### config.mk
export PLATFORM = sky130hd
export DESIGN_NAME = counter_seq_ctrl
export DESIGN_NICKNAME = d
export VERILOG_FILES = /design/src/rtl/counter_seq_pkg.sv /design/src/rtl/seq_step_timer.sv /design/src/rtl/counter_seq_ctrl.sv
export SDC_FILE = /design/constraint.sdc
export NUM_CORES = 1
export LEC_CHECK = 0
export ABC_CLOCK_PERIOD_IN_PS = 3750
export CELL_PAD_IN_SITES_DETAIL_PLACEMENT = 2
export CELL_PAD_IN_SITES_GLOBAL_PLACEMENT = 2
export CORE_ASPECT_RATIO = 0.6
export CORE_UTILIZATION = 29
export DETAILED_ROUTE_END_ITERATION = 10
export GPL_TIMING_DRIVEN = 0
export HOLD_SLACK_MARGIN = 0.05
export PLACE_DENSITY = 0.87
export SKIP_LAST_GASP = 1
export SYNTH_ARGS = -nofsm -noshare
export SYNTH_HDL_FRONTEND = slang
export SYNTH_SLANG_ARGS = --single-unit
### constraint.sdc
create_clock -name clk -period 3.75 [get_ports clk]
set_clock_uncertainty 0.15 [all_clocks]
set_input_delay 0.75 -clock clk [delete_from_list [all_inputs] [get_ports clk]]
set_output_delay 0.75 -clock clk [all_outputs]
set_load 0.005 [all_outputs]
### src/rtl/counter_seq_pkg.sv
// Shared types and constants for the counter sequencer.
// Imported by the controller and its step timer.
package counter_seq_pkg;

    localparam int WIDTH_DEFAULT = 8;

    typedef enum logic [1:0] {
        OP_CLR  = 2'd0,
        OP_UP   = 2'd1,
        OP_DOWN = 2'd2,
        OP_GOTO = 2'd3
    } op_t;

    typedef enum logic [1:0] {
        S_IDLE  = 2'd0,
        S_CLEAR = 2'd1,
        S_RUN   = 2'd2,
        S_DONE  = 2'd3
    } state_t;

endpackage

### src/rtl/seq_step_timer.sv
// Loadable down-counter for the number of remaining counter steps.
// last flags the final step (count == 1).
module seq_step_timer #(
    parameter int WIDTH = 8
) (
    input  logic             clk,
    input  logic             reset,
    input  logic             load,
    input  logic [WIDTH-1:0] load_value,
    input  logic             dec,
    output logic             last
);

    logic [WIDTH-1:0] count;

    // NOTE: sequential state uses non-blocking assignments so every register samples pre-edge values.
    always_ff @(posedge clk) begin
        if (reset) begin
            count <= '0;
        end else if (load) begin
            count <= load_value;
        end else if (dec && (count != '0)) begin
            count <= count - 1'b1;
        end
    end

    assign last = (count == WIDTH'(1));

endmodule

### src/rtl/counter_seq_ctrl.sv
// Command-driven sequencer for the up/down counter: CLR, UP N, DOWN N, GOTO target,
// with early abort and a one-cycle done pulse carrying the final counter value.
module counter_seq_ctrl #(
    parameter int WIDTH = counter_seq_pkg::WIDTH_DEFAULT
) (
    input  logic             clk,
    input  logic             reset,
    input  logic             cmd_valid,
    output logic             cmd_ready,
    input  logic [1:0]       cmd_op,
    input  logic [WIDTH-1:0] cmd_arg,
    input  logic             abort,
    input  logic [WIDTH-1:0] cnt_value,
    output logic             cnt_enable,
    output logic             cnt_up_down,
    output logic             cnt_reset,
    output logic             busy,
    output logic             done,
    output logic [WIDTH-1:0] done_value
);

    import counter_seq_pkg::*;

    op_t              op;
    state_t           state;
    state_t           state_next;
    logic             accept;
    logic [WIDTH-1:0] step_n;
    logic             step_up;
    logic             step_last;
    logic             enable_q;
    logic [WIDTH-1:0] value_after_edge;

    assign op        = op_t'(cmd_op);
    assign cmd_ready = (state == S_IDLE) && !reset;
    assign accept    = cmd_valid && cmd_ready;
    assign busy      = (state != S_IDLE);
    assign cnt_reset = reset || (state == S_CLEAR);

    // Abort must stop the counter in the very cycle it is seen, hence the gate after the register.
    assign cnt_enable = enable_q && !abort;

    // Step count and direction; GOTO follows the plain numeric comparison, never a wrap path.
    // NOTE: every variable written here gets a default first, so no path can infer a latch.
    always_comb begin
        step_n  = '0;
        step_up = 1'b1;
        unique case (op)
            OP_UP: begin
                step_n  = cmd_arg;
                step_up = 1'b1;
            end
            OP_DOWN: begin
                step_n  = cmd_arg;
                step_up = 1'b0;
            end
            OP_GOTO: begin
                if (cmd_arg > cnt_value) begin
                    step_n  = cmd_arg - cnt_value;
                    step_up = 1'b1;
                end else begin
                    step_n  = cnt_value - cmd_arg;
                    step_up = 1'b0;
                end
            end
            OP_CLR: begin
                step_n  = '0;
                step_up = 1'b1;
            end
        endcase
    end

    always_comb begin
        state_next = state;
        unique case (state)
            S_IDLE: begin
                if (accept) begin
                    if (op == OP_CLR) begin
                        state_next = S_CLEAR;
                    end else if (step_n == '0) begin
                        state_next = S_DONE;
                    end else begin
                        state_next = S_RUN;
                    end
                end
            end
            S_CLEAR: state_next = S_DONE;
            S_RUN: begin
                if (abort || step_last) begin
                    state_next = S_DONE;
                end
            end
            S_DONE:  state_next = S_IDLE;
        endcase
    end

    // Value the counter will hold after this edge, so a registered done_value already
    // equals cnt_value during the done cycle.
    always_comb begin
        if (cnt_reset) begin
            value_after_edge = '0;
        end else if (cnt_enable) begin
            value_after_edge = cnt_up_down ? (cnt_value + 1'b1) : (cnt_value - 1'b1);
        end else begin
            value_after_edge = cnt_value;
        end
    end

    always_ff @(posedge clk) begin
        if (reset) begin
            state       <= S_IDLE;
            enable_q    <= 1'b0;
            cnt_up_down <= 1'b0;
            done        <= 1'b0;
            done_value  <= '0;
        end else begin
            state    <= state_next;
            enable_q <= (state_next == S_RUN);
            done     <= (state_next == S_DONE);
            if (accept && (op != OP_CLR)) begin
                cnt_up_down <= step_up;
            end
            if (state_next == S_DONE) begin
                done_value <= value_after_edge;
            end
        end
    end

    seq_step_timer #(
        .WIDTH (WIDTH)
    ) u_step_timer (
        .clk        (clk),
        .reset      (reset),
        .load       (accept),
        .load_value (step_n),
        .dec        (state == S_RUN),
        .last       (step_last)
    );

endmodule

==> run_results.csv, run 1 <==
group,metric,value,unit
power_and_ir_drop,p_leak,1.41,nW
die,initial_utilization,0.303,
run_status,status,"finished with violations",
run,cap_violations,0,
critical_path,startpoint_type,"input port",
synthesis,netlist_instances,307,
timing,hold_viol,0,
cells_and_area,final_util,0.421,
die,core_area,8010,sq um
grt,antenna_found_initial,0,
place,place_area,2920,sq um
grt,grt_max_degree,13,
synthesis,async_flop_share,0,
critical_path,path_max_fanout,5,
clock_tree,root_buffer,"clkbuf_16",
timing,layout_min_cycle_time,3820,ps
critical_path,end_kind,"flop",
die,dieArea,8760,sq um
synthesis,synth_fp_nets,363,
timing,drv_slew,0,
timing,tns,-210,ps
critical_path,crit_family,"compound AO/OA/AOI/OAI gates",
drt,antenna_left,0,
drt,drt_first_pass_iters,4,
clock_tree,cts_hold_buf,0,
power_and_ir_drop,power.density,444,nW/um^2
clock_tree,clock_sinks,21,
cells_and_area,fillers,946,
cells_and_area,seqCellArea,420,sq um
die,std_cell_rows,25,
drt,drt_wl_total,11400,um
critical_path,arrival,3830,ps
critical_path,slowest_stage,"o41a_1",
power_and_ir_drop,power,1.50,mW
clock_tree,cts_buffer_depth,2,
drt,drcViolationCount,0,
critical_path,cpMostUsedCell,"buf_6",
clock_tree,numCtsBuffers,3,
worst_hold_path,hold_class,"reg2reg",
die,die_w,120,um
place,port_buffers,35,
cells_and_area,final_cell_mix,"nand2_1 (28), buf_4 (24), inv_1 (23)",
synthesis,synth-edff-count,0,
synthesis,netlist_area,2430,sq um
cells_and_area,fin_area,3370,sq um
synthesis,yosysWarningCount,0,
drt,wl_per_cell,23.7,um
timing,whs,331,ps
timing,tightestPinTransition,729,ps
synthesis,synth_flop_cell,"dfxtp_1",
place,dp_hpwl,7040,um
timing,fmax,262,MHz
die,dieHeight,72.9,um
cells_and_area,syn2layout_area_growth,38.6,%
place,gp_congestion,0.823,
power_and_ir_drop,ir_worst_vdd,0.156,mV
grt,grt_pass1_wl,16000,um
grt,grt_pass1_vias,2899,
critical_path,startpoint,"cmd_arg[3]",
critical_path,critPathMaxStageDelay,370,ps
timing,timing.final.ws_setup,-68.8,ps
critical_path,critPathBufInv,5,
drt,initialDrtViolationCount,105,
cells_and_area,final_net_count,431,
critical_path,crit_required,3760,ps
cells_and_area,mostFrequentLayoutCell,"nand2_1",
timing,maxSlewHeadroom,0.501,
die,ios,36,
drt,via_per_inst,5.66,
synthesis,yosys.cell_types.count,57,
worst_hold_path,min_path_cells,2,
cells_and_area,multi_input_area,2010,sq um
critical_path,worstRegToRegCells,10,
critical_path,critical_path.endpoint,"done_value[7]",
synthesis,ys_ff_latch,21,
clock_tree,clock_latency,270,ps
timing,min_period_over_period,1.02,
critical_path,critical_path_depth,14,
critical_path,ff2ff_setup_slack,550,ps
critical_path,crit_chain,"clkdlybuf4s15_2 -> inv_1 -> ha_4 -> buf_6 -> a21oi_4 -> buf_6 -> a21oi_2 -> or3_1 -> a32o_2 -> a2111oi_4 -> nand4b_1 -> o41a_1 -> buf_6 -> mux2_4",
grt,overflow,0,
clock_tree,htreeDepth,1,
critical_path,path_class,"in2reg",
timing,report.final.setup_viol,8,
critical_path,reg2reg_to,"done_value[7]",
clock_tree,clk_pin_slew_worst_paths,60,ps
cells_and_area,drive_gt1_frac,0.249,
cells_and_area,antenna_cells,0,
drt,num_vias,2727,
grt,grtUsageTotal,0.239,
synthesis,syn_area_per_cell,7.91,sq um
run_status,violations,"setup timing",
clock_tree,cts_tree,"built",
synthesis,ys_seq_area_frac,0.173,
critical_path,r2r_start,"cnt_up_down",
==> power by group <==
| group | switching [mW] | internal (mW) |
|---|---|---|
| Combinational | 0.480 | 0.420 |
| Sequential | 0.0613 | 0.293 |
| Clock | 0.0973 | 0.144 |
==> metal layers <==
metal  share of wire  vias to the layer above  GRT usage
met1            0.44                     1378      0.311
li1                -                     1229          -
met2            0.47                       94      0.413
met4           0.022                        0     0.0389
met5               0                        -          0
met3           0.066                       26     0.0531
==> cells in the mapped netlist, drive strengths merged, types with 7 or more instances <==
cell	n	share of area
ha	31	0.16
or3	7	0.018
nor2	15	0.023
xnor2	10	0.036
nand2	29	0.046
a21oi	17	0.047
a211oi	9	0.028
mux2i	11	0.045
dfxtp	21	0.17
o21ai	19	0.039
nand2b	11	0.028
inv	29	0.045
a21o	9	0.028
==> how the worst min path moves through the flow <==
stage	start	slack, ps	to
floorplan	done_value[0]	320	done_value[0]
global placement	done_value[3]	320	done_value[3]
detailed placement	done_value[4]	330	done_value[4]
CTS	done_value[4]	340	done_value[4]
global route	done_value[0]	360	done_value[0]
finish	done_value[4]	330	done_value[4]
==> kinds of logic after synthesis <==
family                   synth area share
AO/OA/AOI/OAI                       0.267
XOR/XNOR                           0.0469
adder cells (fa/ha/maj)             0.184
buffers and inverters              0.0705
flip-flops                          0.173
multiplexers                       0.0561
AND/OR/NAND/NOR                     0.202
==> layout make-up <==
| type | count | area share |
|---|---|---|
| Multi-Input combinational cell | 246 | 0.597 |
| Timing Repair Buffer | 63 | 0.155 |
| Sequential cell | 21 | 0.125 |
| Tap cell | 108 | 0.0401 |
| Inverter | 30 | 0.0342 |
| Buffer | 10 | 0.0245 |
| Clock buffer | 3 | 0.0223 |
| Clock inverter | 1 | 0.00149 |
==> stage by stage <==
stage               setup slack [ps]  instances
global route                    -157        482
detailed placement              -977        450
finish                         -68.8        482
CTS                             5.61        468
global placement                -845        450
floorplan                       80.8        307
==> state kept, by name, indices dropped and copies added, names as in the netlist <==
register / cells
done_value: 8
u_step_timer.count: 8
state: 2
cnt_up_down: 1
done: 1
enable_q: 1
==> repair_timing <==
item | 4_1_cts | 5_1_grt
endpoints found under the setup margin | 13 | 11
gates cloned | 0 | 2
pin swaps | 13 | 16
resized for setup | 69 | 42
buffers inserted | 14 | 12
==> tightest hold or removal path: cells and delay by family (launching register included) <==
family	cells	cell delay, ps
and+or+nand+nor	1	60
DFF	1	310
muxes	1	60
Power figures use the tool's default switching activity.
==> inputs of run 2 (changes only) <==
--- a/config.mk
+++ b/config.mk
@@ -15,6 +15,7 @@
 export HOLD_SLACK_MARGIN = 0.05
 export PLACE_DENSITY = 0.87
 export SKIP_LAST_GASP = 1
+export SLEW_MARGIN = 40
 export SYNTH_ARGS = -nofsm -noshare
 export SYNTH_HDL_FRONTEND = slang
 export SYNTH_SLANG_ARGS = --single-unit
==> constraint.sdc (replaced) <==
create_clock -name clk -period 3.75 [get_ports clk]
set_clock_uncertainty 0.15 [all_clocks]
set_input_delay 0.5625 -clock clk [delete_from_list [all_inputs] [get_ports clk]]
set_output_delay 0.5625 -clock clk [all_outputs]
set_load 0.005 [all_outputs]
==> run 2 against run 1 <==
The run now ends clean; critical path depth down 1; sequential power is essentially flat; utilization down 2.3 points; via count shrank 6.9%; register-to-register slack improved by 110 ps; setup slack better by 97 ps; final area down 5.4%; combinational power down 11%; power fell by 6.7%; worst hold slack improved by 2.1 ps; non-clock buffer count shrank 15; critical path type unchanged; final cell count shrank 3.1%.
==> run_results.csv, run 2 (synthesis results as in run 1) <==
group,metric,value,unit
die,std_cell_rows,25,
timing,drv_slew,0,
die,dieArea,8760,sq um
clock_tree,cts_buffer_depth,2,
place,dp_hpwl,7040,um
critical_path,arrival,3730,ps
place,place_area,2920,sq um
drt,drt_wl_total,9700,um
power_and_ir_drop,ir_worst_vdd,0.155,mV
critical_path,worstRegToRegCells,10,
drt,drt_first_pass_iters,4,
timing,hold_viol,0,
timing,min_period_over_period,0.992,
grt,grt_max_degree,13,
grt,overflow,0,
cells_and_area,fin_area,3190,sq um
grt,grt_pass1_wl,14700,um
timing,tns,0,ps
die,ios,36,
run,cap_violations,0,
clock_tree,clk_pin_slew_worst_paths,60,ps
drt,wl_per_cell,20.8,um
power_and_ir_drop,power.density,438,nW/um^2
worst_hold_path,hold_class,"reg2reg",
die,dieHeight,72.9,um
die,core_area,8010,sq um
timing,fmax,269,MHz
drt,num_vias,2539,
timing,layout_min_cycle_time,3720,ps
clock_tree,root_buffer,"clkbuf_16",
clock_tree,htreeDepth,1,
place,port_buffers,35,
critical_path,crit_required,3760,ps
drt,via_per_inst,5.44,
critical_path,path_class,"in2reg",
clock_tree,clock_latency,270,ps
run_status,status,"finished, final reports clean",
timing,report.final.setup_viol,0,
power_and_ir_drop,p_leak,1.36,nW
critical_path,startpoint_type,"input port",
clock_tree,clock_sinks,21,
die,initial_utilization,0.303,
grt,grtUsageTotal,0.219,
clock_tree,cts_tree,"built",
critical_path,end_kind,"flop",
cells_and_area,antenna_cells,0,
grt,grt_pass1_vias,2745,
place,gp_congestion,0.823,
critical_path,path_max_fanout,8,
power_and_ir_drop,power,1.40,mW
drt,drcViolationCount,0,
cells_and_area,syn2layout_area_growth,31.2,%
drt,antenna_left,0,
timing,tightestPinTransition,680,ps
timing,maxSlewHeadroom,0.540,
drt,initialDrtViolationCount,107,
cells_and_area,final_cell_mix,"inv_1 (28), nand2_1 (28), ha_1 (28)",
worst_hold_path,min_path_cells,2,
die,die_w,120,um
cells_and_area,final_net_count,416,
cells_and_area,drive_gt1_frac,0.156,
cells_and_area,reg_top3,"done_value x8, u_step_timer.count x8, state x2",
clock_tree,numCtsBuffers,3,
grt,antenna_found_initial,0,
run 2: changes by cell type in the layout (fill, tap and decap cells not counted), moves of 2 or more:
cell	change
buf_2	-4
buf_4	-9
buf_6	-6
clkbuf_2	-3
clkdlybuf4s15_1	+3
clkdlybuf4s15_2	-3
dlygate4sd2_1	+5
dlymetal6s2s_1	+2
ha_1	+6
ha_2	-2
ha_4	-4
inv_1	+5
inv_2	-4
run 2: report_power, final:
| part | internal, mW | leakage [nW] | total, mW | switching [mW] |
|---|---|---|---|---|
| Sequential | 0.293 | 0.171 | 0.352 | 0.0592 |
| Clock | 0.144 | 0.0409 | 0.239 | 0.0952 |
| Combinational | 0.373 | 1.15 | 0.805 | 0.432 |
run 2: per-stage QoR:
stage               utilization  hold WS (ps)  std cells  worst slack, ps
CTS                       0.389           339        463             8.10
finish                    0.398           333        467             28.5
global route              0.398           363        467            -75.1
detailed placement        0.364           326        450             -789
floorplan                     -           318        307              268
global placement          0.364           318        450             -657
run 2: layout make-up:
cell class                      count  area [sq um]
Fill cell                         955          4820
Multi-Input combinational cell    246          1950
Sequential cell                    21           420
Timing Repair Buffer               48           417
Tap cell                          108           135
Inverter                           30           113
Clock buffer                        3          75.1
Buffer                             10          71.3
Clock inverter                      1          5.00
run 2: final timing paths:
| check | start | to | slack, ps |
|---|---|---|---|
| worst max-delay path | cmd_arg[1] | done_value[7] | 30 |
| worst min-delay path | done_value[4] | done_value[4] | 330 |
| worst max register to register | cnt_up_down | done_value[7] | 660 |
| worst min register to register | done_value[4] | done_value[4] | 330 |
run 2: critical path: stages:
cell and delay (ps):
clkdlybuf4s15_1 310, inv_1 120, ha_1 370, nand4_1 140, buf_4 170, nor2_4 60
o31a_1 250, a32o_2 310, a2111oi_4 330, nand4b_1 190, o41a_1 440, buf_6 170
mux2_4 300
run 2: timing repair:
action                                  CTS  global route
pin swaps                                 5             9
endpoints found under the setup margin   12             8
hold buffers                              0             0
gates resized for setup                  33            36
buffers inserted                          9             4
run 2: routing by layer:
layer	share of wire	wire length (um)	track usage	vias to the layer above
met5	0	0	0	-
met4	0.0048	47	0.0111	0
met3	0.045	439	0.0461	7
met2	0.46	4480	0.378	69
met1	0.49	4740	0.294	1262
li1	-	-	-	1201
